## src/rtl/xpu_vpu_pc_tn_vlsu_pkg.sv

```systemverilog
// Shared definitions for the vector LSU indexed-access path:
// index-width default, pointer sizing and the default-geometry entry payload.
package xpu_vpu_pc_tn_vlsu_pkg;

    localparam int unsigned IDX_WIDTH_DFLT = 64;
    localparam int unsigned LANES_DFLT     = 2;

    // Payload of one index/vmask queue entry at the default geometry
    typedef struct packed {
        logic [LANES_DFLT-1:0][IDX_WIDTH_DFLT-1:0] offset;
        logic [LANES_DFLT-1:0]                     vmask;
    } icq_payload_t;

    // Circular-queue pointer width: index bits plus one wrap bit
    function automatic int unsigned ptr_width(input int unsigned depth);
        return $clog2(depth) + 1;
    endfunction

endpackage

```

## src/rtl/xpu_vpu_pc_tn_vlsu_index_vm_qentry.sv

```systemverilog
// One index/vmask queue entry: valid bit with set/clear/flush, plus a
// payload captured only on set (payload flops carry no reset).
module xpu_vpu_pc_tn_vlsu_index_vm_qentry
    import xpu_vpu_pc_tn_vlsu_pkg::*;
#(
    parameter int unsigned LANES     = LANES_DFLT,
    parameter int unsigned IDX_WIDTH = IDX_WIDTH_DFLT
) (
    input  logic                         vv_icq_clk,
    input  logic                         cpurst,
    input  logic                         ent_set,
    input  logic                         ent_clr,
    input  logic                         ent_flush,
    input  logic [LANES*IDX_WIDTH-1:0]   ent_set_idx_offset,
    input  logic [LANES-1:0]             ent_set_vmask,
    output logic                         ent_vld,
    output logic [LANES*IDX_WIDTH-1:0]   ent_idx_offset,
    output logic [LANES-1:0]             ent_vmask
);

    // Flush dominates; set and clear never target the same entry together
    always_ff @(posedge vv_icq_clk or posedge cpurst) begin
        if (cpurst) begin
            ent_vld <= 1'b0;
        end else if (ent_flush) begin
            ent_vld <= 1'b0;
        end else if (ent_set) begin
            ent_vld <= 1'b1;
        end else if (ent_clr) begin
            ent_vld <= 1'b0;
        end
    end

    always_ff @(posedge vv_icq_clk) begin
        if (ent_set) begin
            ent_idx_offset <= ent_set_idx_offset;
            ent_vmask      <= ent_set_vmask;
        end
    end

endmodule

```

## src/rtl/xpu_vpu_pc_tn_vlsu_index_vm_queue.sv

```systemverilog
// In-order index/vmask queue feeding address generation; optionally drops
// fully-masked uops at the head without presenting them.
module xpu_vpu_pc_tn_vlsu_index_vm_queue
    import xpu_vpu_pc_tn_vlsu_pkg::*;
#(
    parameter int unsigned DEPTH       = 8,
    parameter int unsigned LANES       = 2,
    parameter int unsigned IDX_WIDTH   = IDX_WIDTH_DFLT,
    parameter int unsigned AFULL_LVL   = 6,
    parameter int unsigned SKIP_MASKED = 1
) (
    input  logic                         vv_icq_clk,
    input  logic                         cpurst,
    input  logic                         giu_xx_async_flush,
    input  logic                         vv_icq_crt_vld,
    output logic                         vv_icq_crt_rdy,
    input  logic [LANES*IDX_WIDTH-1:0]   vv_icq_crt_idx_offset,
    input  logic [LANES-1:0]             vv_icq_crt_vmask,
    output logic                         vv_icq_head_vld,
    input  logic                         vv_icq_head_rdy,
    output logic [LANES*IDX_WIDTH-1:0]   vv_icq_head_idx_offset,
    output logic [LANES-1:0]             vv_icq_head_vmask,
    output logic [$clog2(DEPTH):0]       vv_icq_cnt,
    output logic                         vv_icq_empty,
    output logic                         vv_icq_full,
    output logic                         vv_icq_afull
);

    localparam int unsigned PTR_W = ptr_width(DEPTH);
    localparam int unsigned AW    = PTR_W - 1;
    localparam int unsigned OFF_W = LANES * IDX_WIDTH;

    logic [PTR_W-1:0] wr_ptr;
    logic [PTR_W-1:0] rd_ptr;
    logic [AW-1:0]    wr_idx;
    logic [AW-1:0]    rd_idx;

    logic [DEPTH-1:0] ent_vld;
    logic [OFF_W-1:0] ent_idx_offset [DEPTH];
    logic [LANES-1:0] ent_vmask      [DEPTH];

    logic push;
    logic pop;
    logic head_ent_vld;
    logic head_masked;

    assign wr_idx = wr_ptr[AW-1:0];
    assign rd_idx = rd_ptr[AW-1:0];

    // Status is derived from registered pointers only
    assign vv_icq_empty = (wr_ptr == rd_ptr);
    assign vv_icq_full  = (wr_idx == rd_idx) && (wr_ptr[AW] != rd_ptr[AW]);
    assign vv_icq_cnt   = wr_ptr - rd_ptr;
    assign vv_icq_afull = (vv_icq_cnt >= PTR_W'(AFULL_LVL));

    assign vv_icq_crt_rdy = ~vv_icq_full;
    assign push           = vv_icq_crt_vld & vv_icq_crt_rdy;

    // Head payload mux, forced to zero when the head slot holds nothing
    assign head_ent_vld           = ent_vld[rd_idx];
    assign vv_icq_head_idx_offset = head_ent_vld ? ent_idx_offset[rd_idx] : '0;
    assign vv_icq_head_vmask      = head_ent_vld ? ent_vmask[rd_idx] : '0;

    assign head_masked     = (SKIP_MASKED != 0) && (ent_vmask[rd_idx] == '0);
    assign vv_icq_head_vld = ~vv_icq_empty & ~head_masked;
    assign pop             = (vv_icq_head_vld & vv_icq_head_rdy)
                           | (~vv_icq_empty & head_masked);

    for (genvar i = 0; i < DEPTH; i++) begin : g_ent
        xpu_vpu_pc_tn_vlsu_index_vm_qentry #(
            .LANES     (LANES),
            .IDX_WIDTH (IDX_WIDTH)
        ) u_qentry (
            .vv_icq_clk         (vv_icq_clk),
            .cpurst             (cpurst),
            .ent_set            (push & (wr_idx == AW'(i))),
            .ent_clr            (pop & (rd_idx == AW'(i))),
            .ent_flush          (giu_xx_async_flush),
            .ent_set_idx_offset (vv_icq_crt_idx_offset),
            .ent_set_vmask      (vv_icq_crt_vmask),
            .ent_vld            (ent_vld[i]),
            .ent_idx_offset     (ent_idx_offset[i]),
            .ent_vmask          (ent_vmask[i])
        );
    end

    // Flush overrides any same-cycle push or pop
    always_ff @(posedge vv_icq_clk or posedge cpurst) begin
        if (cpurst) begin
            wr_ptr <= '0;
            rd_ptr <= '0;
        end else if (giu_xx_async_flush) begin
            wr_ptr <= '0;
            rd_ptr <= '0;
        end else begin
            if (push) begin
                wr_ptr <= wr_ptr + PTR_W'(1);
            end
            if (pop) begin
                rd_ptr <= rd_ptr + PTR_W'(1);
            end
        end
    end

endmodule

```

## config.mk

```make
export PLATFORM = sky130hd
export DESIGN_NAME = xpu_vpu_pc_tn_vlsu_index_vm_queue
export DESIGN_NICKNAME = d
export VERILOG_FILES = /design/src/rtl/xpu_vpu_pc_tn_vlsu_pkg.sv /design/src/rtl/xpu_vpu_pc_tn_vlsu_index_vm_qentry.sv /design/src/rtl/xpu_vpu_pc_tn_vlsu_index_vm_queue.sv
export SDC_FILE = /design/constraint.sdc
export NUM_CORES = 1
export LEC_CHECK = 0
export ABC_AREA = 0
export BUFFER_PORTS_ARGS = -buffer_cell sky130_fd_sc_hd__buf_2
export CAP_MARGIN = 20
export CORE_MARGIN = 3
export CORE_UTILIZATION = 45
export DETAILED_ROUTE_END_ITERATION = 10
export PLACE_DENSITY = 0.69
export SETUP_SLACK_MARGIN = 0.02
export SLEW_MARGIN = 20
export SYNTH_ARGS = -nofsm -noshare
export SYNTH_HDL_FRONTEND = slang
export SYNTH_SLANG_ARGS = --single-unit
```

## constraint.sdc

```tcl
create_clock -name vv_icq_clk -period 8 [get_ports vv_icq_clk]
set_input_delay 1.6 -clock vv_icq_clk [delete_from_list [all_inputs] [get_ports vv_icq_clk]]
set_output_delay 1.6 -clock vv_icq_clk [all_outputs]
set_load 0.02 [all_outputs]
```

# After elaboration in Yosys (flattened, before gate mapping)
# Index checks and enable logic that the tools add are counted.
[totals] reg_bits=1056 inputBits=135 output_inout_bits=139 wordCells=126
[classes] addsub=3 magnitude_cmp=3 n_eq_ne=17 n_mux=38 n_bitwise=25 reduce_logical=14
[ops] op="$bmux 128 s3" n=1
[ops] op="$mux 128" n=3
[ops] op="$mux 1" n=25
[ops] op="$eq 3x3->1 const B" n=8
[ops] op="$reduce_bool 3->1" n=8
[ops] op="$and 1x1->1" n=20
[ops] op="$mux 4" n=4
[ops] op="$eq 3x2->1 const B" n=4
[ops] op="$add 4x1->4 const B" n=2
[ops] op="$bmux 2 s3" n=1
[ops] op="$eq 3x1->1 const B" n=2
[ops] op="$logic_not 3->1" n=2
[ops] op="$mux 2" n=3
[ops] op="$eq 4x4->1" n=1
[ops] op="$ge 4x3->1 const B" n=1
[ops] op="$ge 4x4->1 const B" n=1
[ops] op="$lt 3x4->1 const B" n=1
[ops] op="$not 3->4" n=1
[ops] op="$reduce_bool 2->1" n=2
[ops] op="$sub 4x4->4" n=1
[ops] op="$bmux 1 s3" n=1
[ops] op="$eq 3x3->1" n=1
[ops] op="$not 1->1" n=3
[ops] op="$logic_not 2->1" n=1
[ops] op="3 further kinds" n=3

# Longest topological paths before layout
[logic_depth] word_depth=13 mapped_depth=10 mapped_depth_nobuf=7

# By module
# A second synthesis with hierarchy kept.
[unflattened] cells_unflattened=1924 area_unflattened_um2=40421.3
[by_module_without_submodules] mod="xpu_vpu_pc_tn_vlsu_index_vm_qentry" instances=8 cells_per_inst=135 area_per_inst_um2=3951.3 seq_area_each_um2=3928.8
[by_module_without_submodules] mod="xpu_vpu_pc_tn_vlsu_index_vm_queue" instances=1 cells_per_inst=844 area_per_inst_um2=8811.0 seq_area_each_um2=200.2

# Worst setup path after synthesis
# OpenSTA, ideal clock, no wires.
[synth_path] path_kind="input to register" from="input port vv_icq_crt_vld" to="register g_ent[4].u_qentry.ent_vld" setup_time_ns=0.100 arrival_time_ns=5.748 path_slack_ns=2.152 cell_stages=6 path_buffers=1 path_cell_list="inv_1 a41oi_1 clkbuf_1 and3_1 nor2_1 a211oi_1"
[synth_via] elab_chain_len=4
[synth_lines] item="from (decl)" line_no="xpu_vpu_pc_tn_vlsu_index_vm_queue.sv:15" rtl="input logic vv_icq_crt_vld,"
[synth_lines] item="$and 1x1->1 *" line_no="xpu_vpu_pc_tn_vlsu_index_vm_queue.sv:57" rtl="assign push = vv_icq_crt_vld & vv_icq_crt_rdy;"
[synth_lines] item="$and 1x1->1 *" line_no="xpu_vpu_pc_tn_vlsu_index_vm_queue.sv:76" rtl=".ent_set (push & (wr_idx == AW'(i))),"
[synth_lines] item="named net g_ent[4].u_qentry.ent_set" line_no="xpu_vpu_pc_tn_vlsu_index_vm_qentry.sv:11" rtl="input logic ent_set,"
[synth_lines] item="$mux 1" line_no="xpu_vpu_pc_tn_vlsu_index_vm_qentry.sv:27" rtl="end else if (ent_set) begin"
[synth_lines] item="$mux 1" line_no="xpu_vpu_pc_tn_vlsu_index_vm_qentry.sv:25" rtl="end else if (ent_flush) begin"
[synth_lines] item="to (signal assigned)" line_no="xpu_vpu_pc_tn_vlsu_index_vm_qentry.sv:24" rtl="ent_vld <= 1'b0;"
[synth_lines] item="to (signal assigned)" line_no="xpu_vpu_pc_tn_vlsu_index_vm_qentry.sv:26" rtl="ent_vld <= 1'b0;"
[synth_lines] item="to (signal assigned)" line_no="xpu_vpu_pc_tn_vlsu_index_vm_qentry.sv:28" rtl="ent_vld <= 1'b1;"
[synth_lines] item="to (decl)" line_no="xpu_vpu_pc_tn_vlsu_index_vm_qentry.sv:16" rtl="output logic ent_vld,"
# The timed path passes the listed nets; every way through them passes the cells marked *.
# A chain may end at the register's enable or synchronous reset.

# Worst setup path after layout
[layout_path] from="register rd_ptr[1]" to="output port vv_icq_head_idx_offset[99]"
[layout_via] elab_chain_len=5
[layout_lines] item="from (decl)" line_no="xpu_vpu_pc_tn_vlsu_index_vm_queue.sv:34" rtl="logic [PTR_W-1:0] rd_ptr;"
[layout_lines] item="from (signal assigned)" line_no="xpu_vpu_pc_tn_vlsu_index_vm_queue.sv:100" rtl="rd_ptr <= rd_ptr + PTR_W'(1);"
[layout_lines] item="$not 3->4 (not written as such)" line_no="xpu_vpu_pc_tn_vlsu_index_vm_queue.sv:61" rtl="assign vv_icq_head_idx_offset = head_ent_vld ? ent_idx_offset[rd_idx] : '0;"
[layout_lines] item="$bmux 128 s3" line_no="xpu_vpu_pc_tn_vlsu_index_vm_queue.sv:61"
[layout_lines] item="$mux 128 (not written as such) (2 in a row)" line_no="xpu_vpu_pc_tn_vlsu_index_vm_queue.sv:61"
[layout_lines] item="$mux 128 *" line_no="xpu_vpu_pc_tn_vlsu_index_vm_queue.sv:61"
[layout_lines] item="to (decl)" line_no="xpu_vpu_pc_tn_vlsu_index_vm_queue.sv:21" rtl="output logic [LANES*IDX_WIDTH-1:0] vv_icq_head_idx_offset,"
# Mark *: on every way between the ends. The rest lies on a longest branch, timed or not. The select of a mux whose other input is x is not followed.

==> metrics <==
Hold Crit Depth 2; initial antenna violation count 26; design area 46300 um2; largest net degree at the start of global routing 92; Max Transition Viols Final 0; Cell Area, Synth 40300 um2; CTS Hold Bufs 0; Initial Util 0.455; fin crit share 0.721; Yosys warnings 0; GRT Total Usage 0.195; vias in the first global route 20.8k; final setup fails 0; post-DR vias/cell 5.64; Post-Syn Nets 2062; Die H 305 um; H-tree levels 3; met3 wire length 6.48 mm; routability congestion estimate 0.759; Worst Hold Class reg -> reg; cts bufs inserted 103; width of the die 305 um; clk root buf clkbuf_16; layout cells sized above 1 0.316; Metal-1 WL 37.2 mm; DP Wirelength 47.0 mm; routed vias 19.6k; total negative slack 0 ns; Initial DRC Count 1541; maximum fanout along the worst path 72; post-synth cell types 36; NumNets Final 2365; quantity of I/O buffers inserted on ports 273; Max-Cap Viols 0; asr flop ratio synth 0.0152; leakage 15.2 nW; Worst-Margin Slew 1.09 ns; core box area 88500 um2; FF-to-FF End g_ent[6].u_qentry.ent_idx_offset[100]; fin crit period 5.76 ns; Max VDD drop 222 uV; CTS resizes 0; FF-to-FF Start rd_ptr[1]; first-pass GRT wire length 136 mm; # IOs 274; f_max 173 MHz; synth-to-layout area growth 14.9%; Residual DRC 0; CTS max path bufs 3; Seq/Total Area, Yosys 0.785; Yosys reg bits 1056; first-pass detailed-route iteration total 5; unrepaired setup endpoints after global routing no; Critical Path RT 6.40 ns; Routed wire per std cell 25.8 um; hold path start rd_ptr[3]; DR WL met2 44.4 mm; Clock Skew 0.0241 ns; FF-to-FF setup slack 3.25 ns; Power Density 309 nW/um2; worst hold endpoint rd_ptr[3]; DR top layer met5; Setup Fix Bufs, Post-CTS 0; Cells after Synth 1911; top_reg_cell synth edfxtp_1; status complete, no violations; Avg Cell Area, Syn 21.1 um2; crit path DAT 4.16 ns; Worst Setup Start Kind flop; Overflow after GRT 0; Reg2Reg Depth 6; Setup CP Type reg -> out; clock slew at reported path FFs 0.06 ns; critical path capture point type primary output; Antenna Nets Post-Route 0; Slew headroom 0.271; Fin. Hold Viols 0; clock sinks 1056; DRT Wirelength 89.9 mm; Placed Area 43100 um2; Worst-Skew Late Latency 0.67 ns; Post-synth EDFFs 1040; Die ar. 93100 um2; CTS tree done; Cell Rows 109
flip-flops by register name (all words and copies together) (netlist names):
| name | flops |
|---|---|
| g_ent.u_qentry.ent_idx_offset | 1024 |
| g_ent.u_qentry.ent_vmask | 16 |
| g_ent.u_qentry.ent_vld | 8 |
| rd_ptr | 4 |
| wr_ptr | 4 |
final cells by class:
cell class,instances,area [um2]
Multi-Input combinational cell,734,8200
Antenna cell,14,35.0
Timing Repair Buffer,303,1690
Sequential cell,1056,31600
Tap cell,1165,1460
Clock buffer,127,2720
Inverter,16,80.1
Fill cell,6831,42200
Clock inverter,65,477
synthesized netlist by cell type (3+ instances only):
cell type | count | area share
clkbuf_1 | 68 | 0.0063
nand2_1 | 262 | 0.024
a211oi_1 | 5 | 0.00093
mux4_2 | 262 | 0.15
buf_1 | 11 | 0.0010
nor2_1 | 19 | 0.0018
edfxtp_1 | 1040 | 0.78
nor3_1 | 3 | 0.00037
nand3_1 | 3 | 0.00037
dfrtp_1 | 16 | 0.0099
ha_1 | 15 | 0.0047
buf_2 | 24 | 0.0030
inv_1 | 15 | 0.0014
and3_1 | 5 | 0.00078
xor2_1 | 3 | 0.00065
a21oi_1 | 133 | 0.017
power by group:
| part | leakage, nW | internal [mW] | switching (mW) |
|---|---|---|---|
| logic | 3.95 | 1.46 | 1.87 |
| clock network | 1.55 | 2.55 | 2.01 |
| registers | 9.66 | 6.27 | 0.140 |
| total | 15.2 | 10.3 | 4.02 |
cells by family (layout without fill, tap and decap cells):
logic type	Yosys count	in the layout	synth area share
flops	1056	1056	0.785
simple gates	299	299	0.0289
mux	266	266	0.148
compound gates	148	148	0.0195
buf+inv	121	511	0.0124
fa+ha+maj	16	16	0.00516
xor+xnor	5	5	0.00109
other cells	0	14	0
worst max-delay path: stages (launching register included):
cell and delay, ns:
dfrtp_4 0.80, buf_4 0.70, buf_4 0.93, mux4_2 0.37
nand2_1 0.07, a21oi_1 0.28, buf_2 0.22
placed cells by master (no fill, tap or decap), types with 2 or more instances in the layout:
cell type	count
edfxtp_1	1040
buf_2	273
nand2_1	262
mux4_2	262
a21oi_1	133
clkbuf_16	104
clkinv_1	27
buf_4	22
clkbuf_1	20
nor2_1	19
clkinv_2	19
ha_1	15
diode_2	14
dfrtp_1	13
inv_1	12
inv_6	8
buf_12	8
clkinvlp_4	6
a211oi_1	5
and3_4	5
bufinv_16	4
xor2_1	3
nand3_1	3
nor3_1	3
clkbuf_8	3
dfrtp_4	3
mux2i_4	2
a311oi_1	2
o31ai_1	2
xnor2_1	2
a21o_1	2
nor4_1	2
clkinv_8	2
clkinv_4	2
metal layers:
metal  vias up  global-route usage
met5         -                   0
met4        20              0.0552
met3       134              0.0454
met2       673               0.318
met1     10400               0.266
li1       8416                   -
how the worst max path moves through the flow:
| stage | startpoint | endpoint | cells after the start | slack, ns |
|---|---|---|---|---|
| 5_1_grt | rd_ptr[0] | vv_icq_head_idx_offset[89] | 6 | 1.90 |
| 3_5_place_dp | rd_ptr[1] | g_ent[3].u_qentry.ent_vld | 9 | 2.82 |
| 3_3_place_gp | rd_ptr[1] | vv_icq_head_idx_offset[65] | 6 | 2.86 |
| 4_1_cts | rd_ptr[0] | vv_icq_head_idx_offset[81] | 6 | 2.10 |
| 6_report | rd_ptr[1] | vv_icq_head_idx_offset[99] | 6 | 2.24 |
| 2_1_floorplan | vv_icq_crt_vld | g_ent[4].u_qentry.ent_vld | 6 | 2.15 |
per-stage QoR:
step,cells,setup WS [ns],hold WS (ns),power (mW),util
global placement,3274,2.86,0.544,9.88,0.487
finish,3480,2.24,0.572,14.3,0.523
floorplan,1911,2.15,0.504,8.97,-
CTS,3466,2.10,0.566,14.5,0.523
global route,3472,1.90,0.598,14.9,0.523
detailed placement,3274,2.82,0.550,9.92,0.487
No activity file was read; power rests on OpenSTA's default activity.
